$ cat src/rtl/io_uart.sv
// io_uart: memory-mapped UART with a transmit FIFO, a single-byte receive buffer
// and a programmable baud divisor, on a 4-byte bus window.
module io_uart #(
  parameter logic [15:0] BASE_ADDR   = 16'h1000,
  parameter logic [15:0] DEFAULT_DIV = 16'd103,
  parameter int          TX_DEPTH    = 4
) (
  input  logic        clk,
  input  logic        rst_n,
  input  logic [15:0] dMemIOAddress,
  input  logic [7:0]  dMemIOIn,
  input  logic        dMemIOWriteEn,
  input  logic        dMemIOReadEn,
  output logic [7:0]  dataOut,
  output logic        tx,
  input  logic        rx,
  output logic        irq
);
  localparam int AW = $clog2(TX_DEPTH);
  localparam logic [AW:0] PTR_ONE = 1;
  typedef enum logic [1:0] {IDLE, START, DATA, STOP} state_t;
  state_t tx_state, tx_next, rx_state, rx_next;
  logic [15:0] div, tx_cnt, tx_per, rx_cnt;
  logic [AW:0] wr_ptr, rd_ptr;
  logic [7:0] mem [TX_DEPTH];
  logic [7:0] tx_sh, rx_sh, rx_buf, rd_mux;
  logic [2:0] tx_bit, rx_bit;
  logic rx_s1, rx_s2, rx_d, rx_valid, rx_overrun;
  logic sel, empty, full, push, pop, tx_tick, rx_tick, rx_half, rx_done, rd_data, rd_stat;
  assign sel     = dMemIOAddress[15:2] == BASE_ADDR[15:2];
  assign empty   = wr_ptr == rd_ptr;
  assign full    = (wr_ptr[AW] != rd_ptr[AW]) && (wr_ptr[AW-1:0] == rd_ptr[AW-1:0]);
  // a pop in the same cycle frees a slot, so a write to a full FIFO still lands
  assign push    = sel && dMemIOWriteEn && dMemIOAddress[1:0] == 2'd0 && (!full || pop);
  assign rd_data = sel && dMemIOReadEn && dMemIOAddress[1:0] == 2'd0;
  assign rd_stat = sel && dMemIOReadEn && dMemIOAddress[1:0] == 2'd1;
  assign tx_tick = tx_cnt == tx_per;
  assign rx_tick = rx_cnt == div;
  assign rx_half = rx_cnt == {1'b0, div[15:1]};
  assign tx      = tx_state == START ? 1'b0 : tx_state == DATA ? tx_sh[0] : 1'b1;
  assign irq     = rx_valid;
  assign rd_mux  = dMemIOAddress[1:0] == 2'd0 ? rx_buf :
                   dMemIOAddress[1:0] == 2'd1 ? {4'b0, rx_overrun, rx_valid, tx_state == IDLE && empty, full} :
                   dMemIOAddress[1:0] == 2'd2 ? div[7:0] : div[15:8];
  always_comb begin
    tx_next = tx_state;
    pop = 1'b0;
    case (tx_state)
      IDLE:  if (!empty) begin tx_next = START; pop = 1'b1; end
      START: if (tx_tick) tx_next = DATA;
      DATA:  if (tx_tick && tx_bit == 3'd7) tx_next = STOP;
      STOP:  if (tx_tick) begin tx_next = empty ? IDLE : START; pop = !empty; end
      default: tx_next = IDLE;
    endcase
  end
  always_comb begin
    rx_next = rx_state;
    rx_done = 1'b0;
    case (rx_state)
      IDLE:  if (rx_d && !rx_s2) rx_next = START;
      START: if (rx_half) rx_next = rx_s2 ? IDLE : DATA;
      DATA:  if (rx_tick && rx_bit == 3'd7) rx_next = STOP;
      STOP:  if (rx_tick) begin rx_next = IDLE; rx_done = rx_s2; end
      default: rx_next = IDLE;
    endcase
  end
  always_ff @(posedge clk or negedge rst_n) begin
    if (!rst_n) begin
      tx_state <= IDLE;
      rx_state <= IDLE;
    end else begin
      tx_state <= tx_next;
      rx_state <= rx_next;
    end
  end
  always_ff @(posedge clk)
    if (push) mem[wr_ptr[AW-1:0]] <= dMemIOIn;
  always_ff @(posedge clk or negedge rst_n) begin
    if (!rst_n) begin
      wr_ptr <= '0;
      rd_ptr <= '0;
      tx_sh <= 8'h00;
      tx_cnt <= 16'd0;
      tx_per <= DEFAULT_DIV;
      tx_bit <= 3'd0;
      rx_s1 <= 1'b1;
      rx_s2 <= 1'b1;
      rx_d <= 1'b1;
      rx_cnt <= 16'd0;
      rx_bit <= 3'd0;
      rx_sh <= 8'h00;
      rx_buf <= 8'h00;
      rx_valid <= 1'b0;
      rx_overrun <= 1'b0;
      div <= DEFAULT_DIV;
      dataOut <= 8'h00;
    end else begin
      rx_s1 <= rx;
      rx_s2 <= rx_s1;
      rx_d <= rx_s2;
      if (push) wr_ptr <= wr_ptr + PTR_ONE;
      if (pop) begin
        rd_ptr <= rd_ptr + PTR_ONE;
        tx_sh <= mem[rd_ptr[AW-1:0]];
      end else if (tx_state == DATA && tx_tick) tx_sh <= {1'b0, tx_sh[7:1]};
      // the bit period is sampled at each bit boundary so divisor writes never split a bit
      tx_cnt <= (tx_state == IDLE || tx_tick) ? 16'd0 : tx_cnt + 16'd1;
      if (tx_state == IDLE || tx_tick) tx_per <= div;
      tx_bit <= tx_state != DATA ? 3'd0 : tx_tick ? tx_bit + 3'd1 : tx_bit;
      rx_cnt <= (rx_state == IDLE || (rx_state == START && rx_half) || rx_tick) ? 16'd0 : rx_cnt + 16'd1;
      rx_bit <= rx_state != DATA ? 3'd0 : rx_tick ? rx_bit + 3'd1 : rx_bit;
      if (rx_state == DATA && rx_tick) rx_sh <= {rx_s2, rx_sh[7:1]};
      if (rx_done) rx_buf <= rx_sh;
      rx_valid <= rx_done || (rx_valid && !rd_data);
      rx_overrun <= (rx_done && rx_valid && !rd_data) || (rx_overrun && !rd_stat);
      if (sel && dMemIOWriteEn && dMemIOAddress[1:0] == 2'd2) div[7:0] <= dMemIOIn;
      if (sel && dMemIOWriteEn && dMemIOAddress[1:0] == 2'd3) div[15:8] <= dMemIOIn;
      if (dMemIOReadEn) dataOut <= sel ? rd_mux : 8'h00;
    end
  end
endmodule

$ cat config.mk
export PLATFORM = sky130hd
export DESIGN_NAME = io_uart
export DESIGN_NICKNAME = d
export VERILOG_FILES = /design/src/rtl/io_uart.sv
export SDC_FILE = /design/constraint.sdc
export NUM_CORES = 1
export LEC_CHECK = 0
export CAP_MARGIN = 20
export CORE_MARGIN = 3
export CORE_UTILIZATION = 30
export DETAILED_ROUTE_END_ITERATION = 12
export GPL_TIMING_DRIVEN = 1
export PLACE_DENSITY_LB_ADDON = 0.2
export SYNTH_ARGS = -nofsm -noshare
export SYNTH_HDL_FRONTEND = slang
export SYNTH_SLANG_ARGS = --single-unit
$ cat constraint.sdc
create_clock -name clk -period 3.29 [get_ports clk]
set_clock_uncertainty 0.1 [all_clocks]
set_input_delay 0.4935 -clock clk [delete_from_list [all_inputs] [get_ports clk]]
set_output_delay 0.4935 -clock clk [all_outputs]
set_load 0.005 [all_outputs]
==> results of run 1 <==
final timing paths:
| path | from | end | slack (ps) | cells past startpoint |
|---|---|---|---|---|
| max | tx_cnt[7] | mem[3][6] | 680 | 6 |
| min | rst_n | rx_sh[5] | 9 | 1 |
| max reg2reg | tx_cnt[7] | mem[3][6] | 680 | 6 |
| min reg2reg | rx_s1 | rx_s2 | 260 | 0 |
| max in group asynchronous | rst_n | tx_per[0] | 2230 | 2 |
| min in group clk | rx_s1 | rx_s2 | 260 | 0 |
registers in the layout, indices dropped and copies added, names as in the netlist, 8 cells and up, named ones only:
name / flops
tx_sh: 8
tx_cnt: 16
dataOut: 8
div: 16
rx_buf: 8
tx_per: 16
rx_cnt: 16
rx_sh: 8
mem: 32
per-layer routing:
layer	part of all wire, %	global-route usage, %
met5	0	0
met2	46	19.5
met4	0.93	3.91
met1	49	17.8
met3	3.4	2.78
stage by stage:
stage               total power, mW  cell area [um^2]  util, %  std cells  hold slack, ps
finish                         5.27              8390     36.5        918            8.80
global route                   5.56              8390     36.5        918            55.1
CTS                            5.36              8390     36.5        918            28.3
detailed placement             3.46              7820     34.0        886             247
global placement               3.42              7820     34.0        886             246
floorplan                      3.10              7110        -        548            97.9
report_power, final:
part | switching (mW) | total, mW | internal, mW | leakage [nW]
logic | 0.531 | 1.12 | 0.591 | 1.43
clock network | 0.814 | 1.87 | 1.06 | 0.270
registers | 0.165 | 2.27 | 2.11 | 1.80
final cells by class:
class | count | area share, %
inverter | 21 | 0.939
tap | 313 | 4.67
sequential | 149 | 46.5
clock buffer | 17 | 5.07
timing repair buffer | 48 | 5.55
multi-input combinational | 355 | 35.5
clock inverter | 15 | 1.71
logic make-up (layout without fill, tap and decap cells):
kind of cell / Yosys count / after routing / share of synthesized area (%)
compound gates: 31 / 31 / 2.99
flops: 149 / 149 / 55.0
buf+inv: 44 / 101 / 3.08
simple gates: 140 / 140 / 10.8
mux: 84 / 84 / 14.9
xor+xnor: 84 / 84 / 10.4
fa+ha+maj: 16 / 16 / 2.82
cell usage in the layout, fill, tap and decap left out, types with 4 or more instances in the layout:
cell type / instances
nor4_1: 5
nand3_1: 21
and2_1: 5
mux4_2: 11
a22oi_1: 4
clkbuf_16: 17
and3_1: 5
mux2i_1: 6
and4_1: 4
mux2_2: 51
xor2_1: 43
xnor2_1: 41
nand2_1: 14
o22ai_1: 6
o21ai_0: 7
inv_6: 4
nand4_1: 13
buf_4: 10
nor3_1: 4
a21oi_1: 5
inv_1: 21
mux2_1: 16
edfxtp_1: 32
nor2b_1: 6
dfrtp_1: 104
nor2_1: 44
ha_1: 16
dfstp_2: 13
clkdlybuf4s50_1: 37
==> key figures, run 1 <==
Synthesis
  – Synth Warn #: 0
  – Most frequent cells after synthesis: dfrtp_1 (104), mux2_2 (51), nor2_1 (44), xor2_1 (43), xnor2_1 (41)
  – Cell taking the most area after synthesis: dfrtp_1
  – Yosys cell types: 49
  – Number of synthesized flops with an enable pin: 32
  – Asr flop ratio synth: 78.5%
  – Syn avg cell area: 13.0 um^2
  – Sequential share of the synthesized area: 55.0%
  – Yosys top cell area share: 36.6%
  – Count leader, synth: dfrtp_1
  – Synth Instances: 548
  – Yosys reg bits: 149
  – Mapped Nets: 593
  – Main synth FF type: dfrtp_1
  – Largest cells by area after synthesis: dfrtp_1 (37%), edfxtp_1 (14%), mux2_2 (8.1%)
  – Mapped Area: 0.00711 mm^2

Setup path
  – Worst Path Max Fanout: 9
  – Critical path, cell by cell: xor2_1 -> nor4_1 -> nand4_1 -> buf_4 -> o31ai_4 -> and2_1
  – Setup crit start kind: flop
  – CP top delay family: simple AND/OR/NAND/NOR gates
  – Critical path's slowest cell: dfrtp_1
  – Critical path class: flop to flop
  – Crit path buf inv count: 1
  – CP required: 3260 ps
  – Worst setup EP type: flop
  – Max incr delay on CP: 450 ps
  – Worst Path Arrival: 2580 ps

Clocking
  – Reg clk slew, reported paths: 70 ps
  – Clock Sinks: 149
  – Post-CTS setup buffer count: 0
  – Hold_buf cts: 0
  – Htree depth: 4
  – Worst-skew pair later-pin latency: 420 ps
  – CTS resizes: 0
  – Clock tree buffer depth: 2
  – Root Buffer: clkbuf_16
  – CTS tree: yes
  – TritonCTS Buffers: 17

Timing
  – Final setup fails: 0
  – Post-route setup slack: 683 ps
  – Tmin final: 2610 ps
  – Fin. Hold Viols: 0
  – Rel. slew slack: 54.9%
  – Final period utilization: 79.2%
  – Fin. max-slew vios: 0
  – RSZ-0062 raised after global routing: false
  – Max Fclk: 0.384 GHz
  – TNS Setup: 0 ps
  – Worst Tran Pin Value: 677 ps

Placed design
  – Post-DP HPWL: 10.9 mm
  – GP Congestion: 0.799
  – Port bufs: 38
  – Worst slack, placed: 302 ps

Final layout
  – Nets: 637
  – Fraction of layout cells with a size suffix above 1: 20.8%
  – Sequential cell area: 0.00391 mm^2
  – Area Growth Syn to Fin: 18.1%
  – Area of the multi-input gates: 0.00298 mm^2
  – Ant diodes: 0
  – Filler cells: 2,275

Floorplan
  – Die ar.: 0.0256 mm^2
  – Count of pins on the block boundary: 39
  – Cell row count: 55
  – Die Y: 160 um
  – Starting density of the core: 30.9%
  – Die Wd: 160 um
  – Core area: 0.0230 mm^2

Routing
  – Post-DRT Antenna Nets: 0
  – Iter 0 DRT Violations: 171
  – Drt first pass iters: 4
  – Detailed-route wire length per cell: 16.7 um
  – Total routed wirelength: 15.3 mm
  – Residual DRC: 0
  – Via-per-instance ratio: 4.61
  – Routed vias: 4,233

Status
  – Status: completed

Power
  – P_leak: 3.50 nW
  – Peak supply drop: 0.397 mV
  – P per Cell Area: 628 mW/mm^2

GRT
  – Vias in the first global route: 4,536
  – Initial antenna violation count: 0
  – GRT overflow: 0
  – Gr usage total: 12.6%
  – Largest net degree at the start of global routing: 68
  – Global-route wire length before repair: 25.6 mm

Worst hold path
  – HP Class: input pin to asynchronous set/reset pin

Flow run
  – Number of max-cap violations: 0
(Power assumes the default switching activity.)
==> inputs of run 2 (changes only) <==
==> constraint.sdc (replaced) <==
create_clock -name clk -period 2.2 [get_ports clk]
set_clock_uncertainty 0.1 [all_clocks]
set_input_delay 0.33 -clock clk [delete_from_list [all_inputs] [get_ports clk]]
set_output_delay 0.33 -clock clk [all_outputs]
set_load 0.005 [all_outputs]
==> run 2 against run 1 <==
Routed wire length rose by 10%. Non-clock buffer count grew 78. Combinational power is 110% higher. Sequential power grew 51%. First-iteration DRC count grew 1.2%. Worst setup slack worse by 710 ps. The flow now finishes with violations (negative setup slack). Count of clock-buffer cells in the layout unchanged. Critical path depth grew 2. Total power rose by 60%. Flip-flop and latch count is the same. Clock power rose by 45%. Critical endpoint is now tx_sh[0].
==> key figures, run 2 (synthesis results as in run 1) <==
Timing
  – Rel. slew slack: 69.4% (+15 points)
  – TNS Setup: -726 ps (-726 ps)
  – Worst Tran Pin Value: 459 ps (-218 ps)
  – Fin. max-slew vios: 0 (unchanged)
  – Tmin final: 2230 ps (-375 ps)
  – Final period utilization: 101% (+22 points)
  – Fin. Hold Viols: 0 (unchanged)
  – Post-route setup slack: -31.4 ps (-715 ps)
  – Max Fclk: 0.448 GHz (+17%)
  – RSZ-0062 raised after global routing: true
  – Final setup fails: 39 (+39)

Setup path
  – Critical path class: flop to flop
  – Worst Path Arrival: 2440 ps (-140 ps)
  – Worst setup EP type: flop
  – FF-to-FF Start: tx_cnt[11]
  – Setup crit start kind: flop
  – CP required: 2410 ps (-850 ps)
  – Worst Path Max Fanout: 9 (unchanged)
  – Reg2Reg Depth: 8 (+2)
  – CP startpoint: tx_cnt[11]

Clocking
  – Clock tree buffer depth: 2 (unchanged)
  – Reg clk slew, reported paths: 60 ps (about the same)
  – TritonCTS Buffers: 17 (unchanged)
  – Worst-skew pair later-pin latency: 420 ps (about the same)
  – Clock Sinks: 149 (unchanged)
  – Root Buffer: clkbuf_16
  – CTS tree: yes
  – Htree depth: 4 (unchanged)

Placed design
  – Post-DP HPWL: 12.5 mm (+15%)
  – GP Congestion: 0.819 (+2.4%)
  – Port bufs: 38 (unchanged)
  – Dpl cells: 952 (+7.4%)

Final layout
  – Final Util: 40.2% (+3.7 points)
  – Filler cells: 2,206 (-3.0%)
  – Area Growth Syn to Fin: 30.1%
  – Nets: 716 (+12%)
  – Max reg flops: 32 (unchanged)
  – Commonest cells after routing, fill and taps aside: dfrtp_1 (102), buf_4 (78), mux2_2 (50)
  – Fraction of layout cells with a size suffix above 1: 35.1% (+14 points)
  – Ant diodes: 0 (unchanged)
  – Final Non-Filler Cells: 997 (+8.6%)
  – Commonest non-fill, non-tap cell in the layout: dfrtp_1

Power
  – Peak supply drop: 0.533 mV (+34%)
  – Comb power frac: 27.4% (+6.1 points)
  – P per Cell Area: 913 mW/mm^2 (+46%)
  – Cell Int Power: 5.97 mW (+59%)
  – Clock Power Share: 32.1% (-3.4 points)
  – P_leak: 4.00 nW (+14%)
  – P_sw: 2.47 mW (+63%)
  – Final Total Pwr: 8.44 mW (+60%)
  – Switching share of power: 29.2% (+0.57 points)
  – Sequential fraction of design power: 40.5% (-2.7 points)

Floorplan
  – Die Wd: 160 um (unchanged)
  – Core area: 0.0230 mm^2 (unchanged)
  – Die ar.: 0.0256 mm^2 (unchanged)
  – Starting density of the core: 30.9% (unchanged)
  – Die Y: 160 um (unchanged)
  – Cell row count: 55 (unchanged)
  – Count of pins on the block boundary: 39 (unchanged)

Worst hold path
  – HP Class: input pin to flop
  – Hold_sp: rx
  – Hold-critical path depth: 1

GRT
  – Initial antenna violation count: 0 (unchanged)
  – GRT overflow: 0 (unchanged)
  – Global-route wire length before repair: 27.8 mm (+8.7%)
  – Vias in the first global route: 5,000 (+10%)
  – Gr usage total: 13.8% (+1.1 points)
  – Largest net degree at the start of global routing: 49 (-28%)

Routing
  – Drt first pass iters: 4 (unchanged)
  – Total routed wirelength: 16.9 mm (+10%)
  – Iter 0 DRT Violations: 173 (+1.2%)
  – Routed vias: 4,597 (+8.6%)
  – Detailed-route wire length per cell: 17.0 um (+1.7%)
  – Residual DRC: 0 (unchanged)
  – Via-per-instance ratio: 4.61 (about the same)
  – Post-DRT Antenna Nets: 0 (unchanged)

Flow run
  – Number of max-cap violations: 0 (unchanged)

Status
  – Status: finished, violations left
  – Failing checks: negative setup slack
==> run 2: cell types whose count changed in the layout (fill, tap and decap cells not counted), sizes merged <==
cell / delta
and4: +1
buf: +77
bufinv: -1
clkdlybuf4s50: -1
clkinv: +1
clkinvlp: -1
dlygate4sd2: +1
dlygate4sd3: +1
inv: +1
==> run 2: per-layer routing <==
layer / share of wire (%) / track usage, %
met1: 48 / 18.1
met2: 48 / 22.8
met3: 2.9 / 2.98
met4: 1.3 / 4.18
met5: 0 / 0
==> run 2: timing repair <==
item / CTS / global route
endpoints found under the setup margin: 86 / 104
pin swaps: 8 / 12
setup buffers: 7 / 6
hold buffers: 1 / 0
gates resized for setup: 13 / 27
cloned: 0 / 1
endpoints found under the hold margin: 19 / 0
==> run 2: power groups by stage <==
stage | combinational, mW | sequential (mW) | clock (mW)
floorplan | 1.38 | 3.35 | 0
global placement | 1.89 | 3.44 | 0
detailed placement | 1.96 | 3.45 | 0
CTS | 2.13 | 3.41 | 2.78
global route | 2.54 | 3.46 | 2.92
finish | 2.31 | 3.42 | 2.71
==> run 2: worst paths after layout <==
| path | endpoint | slack, ps |
|---|---|---|
| worst max-delay path | tx_sh[0] | -30 |
| worst min-delay path | rx_s1 | 230 |
| worst max register to register | tx_sh[0] | -30 |
| worst min register to register | rx_s2 | 250 |
| max in group asynchronous | rx_cnt[14] | 980 |
| min in group asynchronous | rx_sh[4] | 240 |
==> run 2: area by class of cell <==
type,count,area (um^2),area share [%]
flip-flops and latches,149,3910,42.3
repair buffers,126,1110,12.0
clock buffers,17,425,4.60
clock inverters,15,119,1.29
inverters,21,78.8,0.853
multi-input cells,356,3210,34.7
well taps,313,392,4.24
==> run 2: stage by stage <==
stage,cell area [um^2],hold WS [ps],worst slack (ps)
after global placement,8400,136,-308
after floorplan,7160,-65.6,-57.8
after detailed placement,8400,141,-331
final,9240,232,-31.4
after global routing,9240,227,-147
after CTS,9080,222,-85.5
==> run 2: worst max-delay path, stage by stage (launching register included) <==
cell and delay (ps):
dfrtp_1 390, xor2_1 170, nor4_2 300, buf_4 170
and4_4 300, a21oi_4 80, nor2_4 130, buf_12 140
mux2_2 330
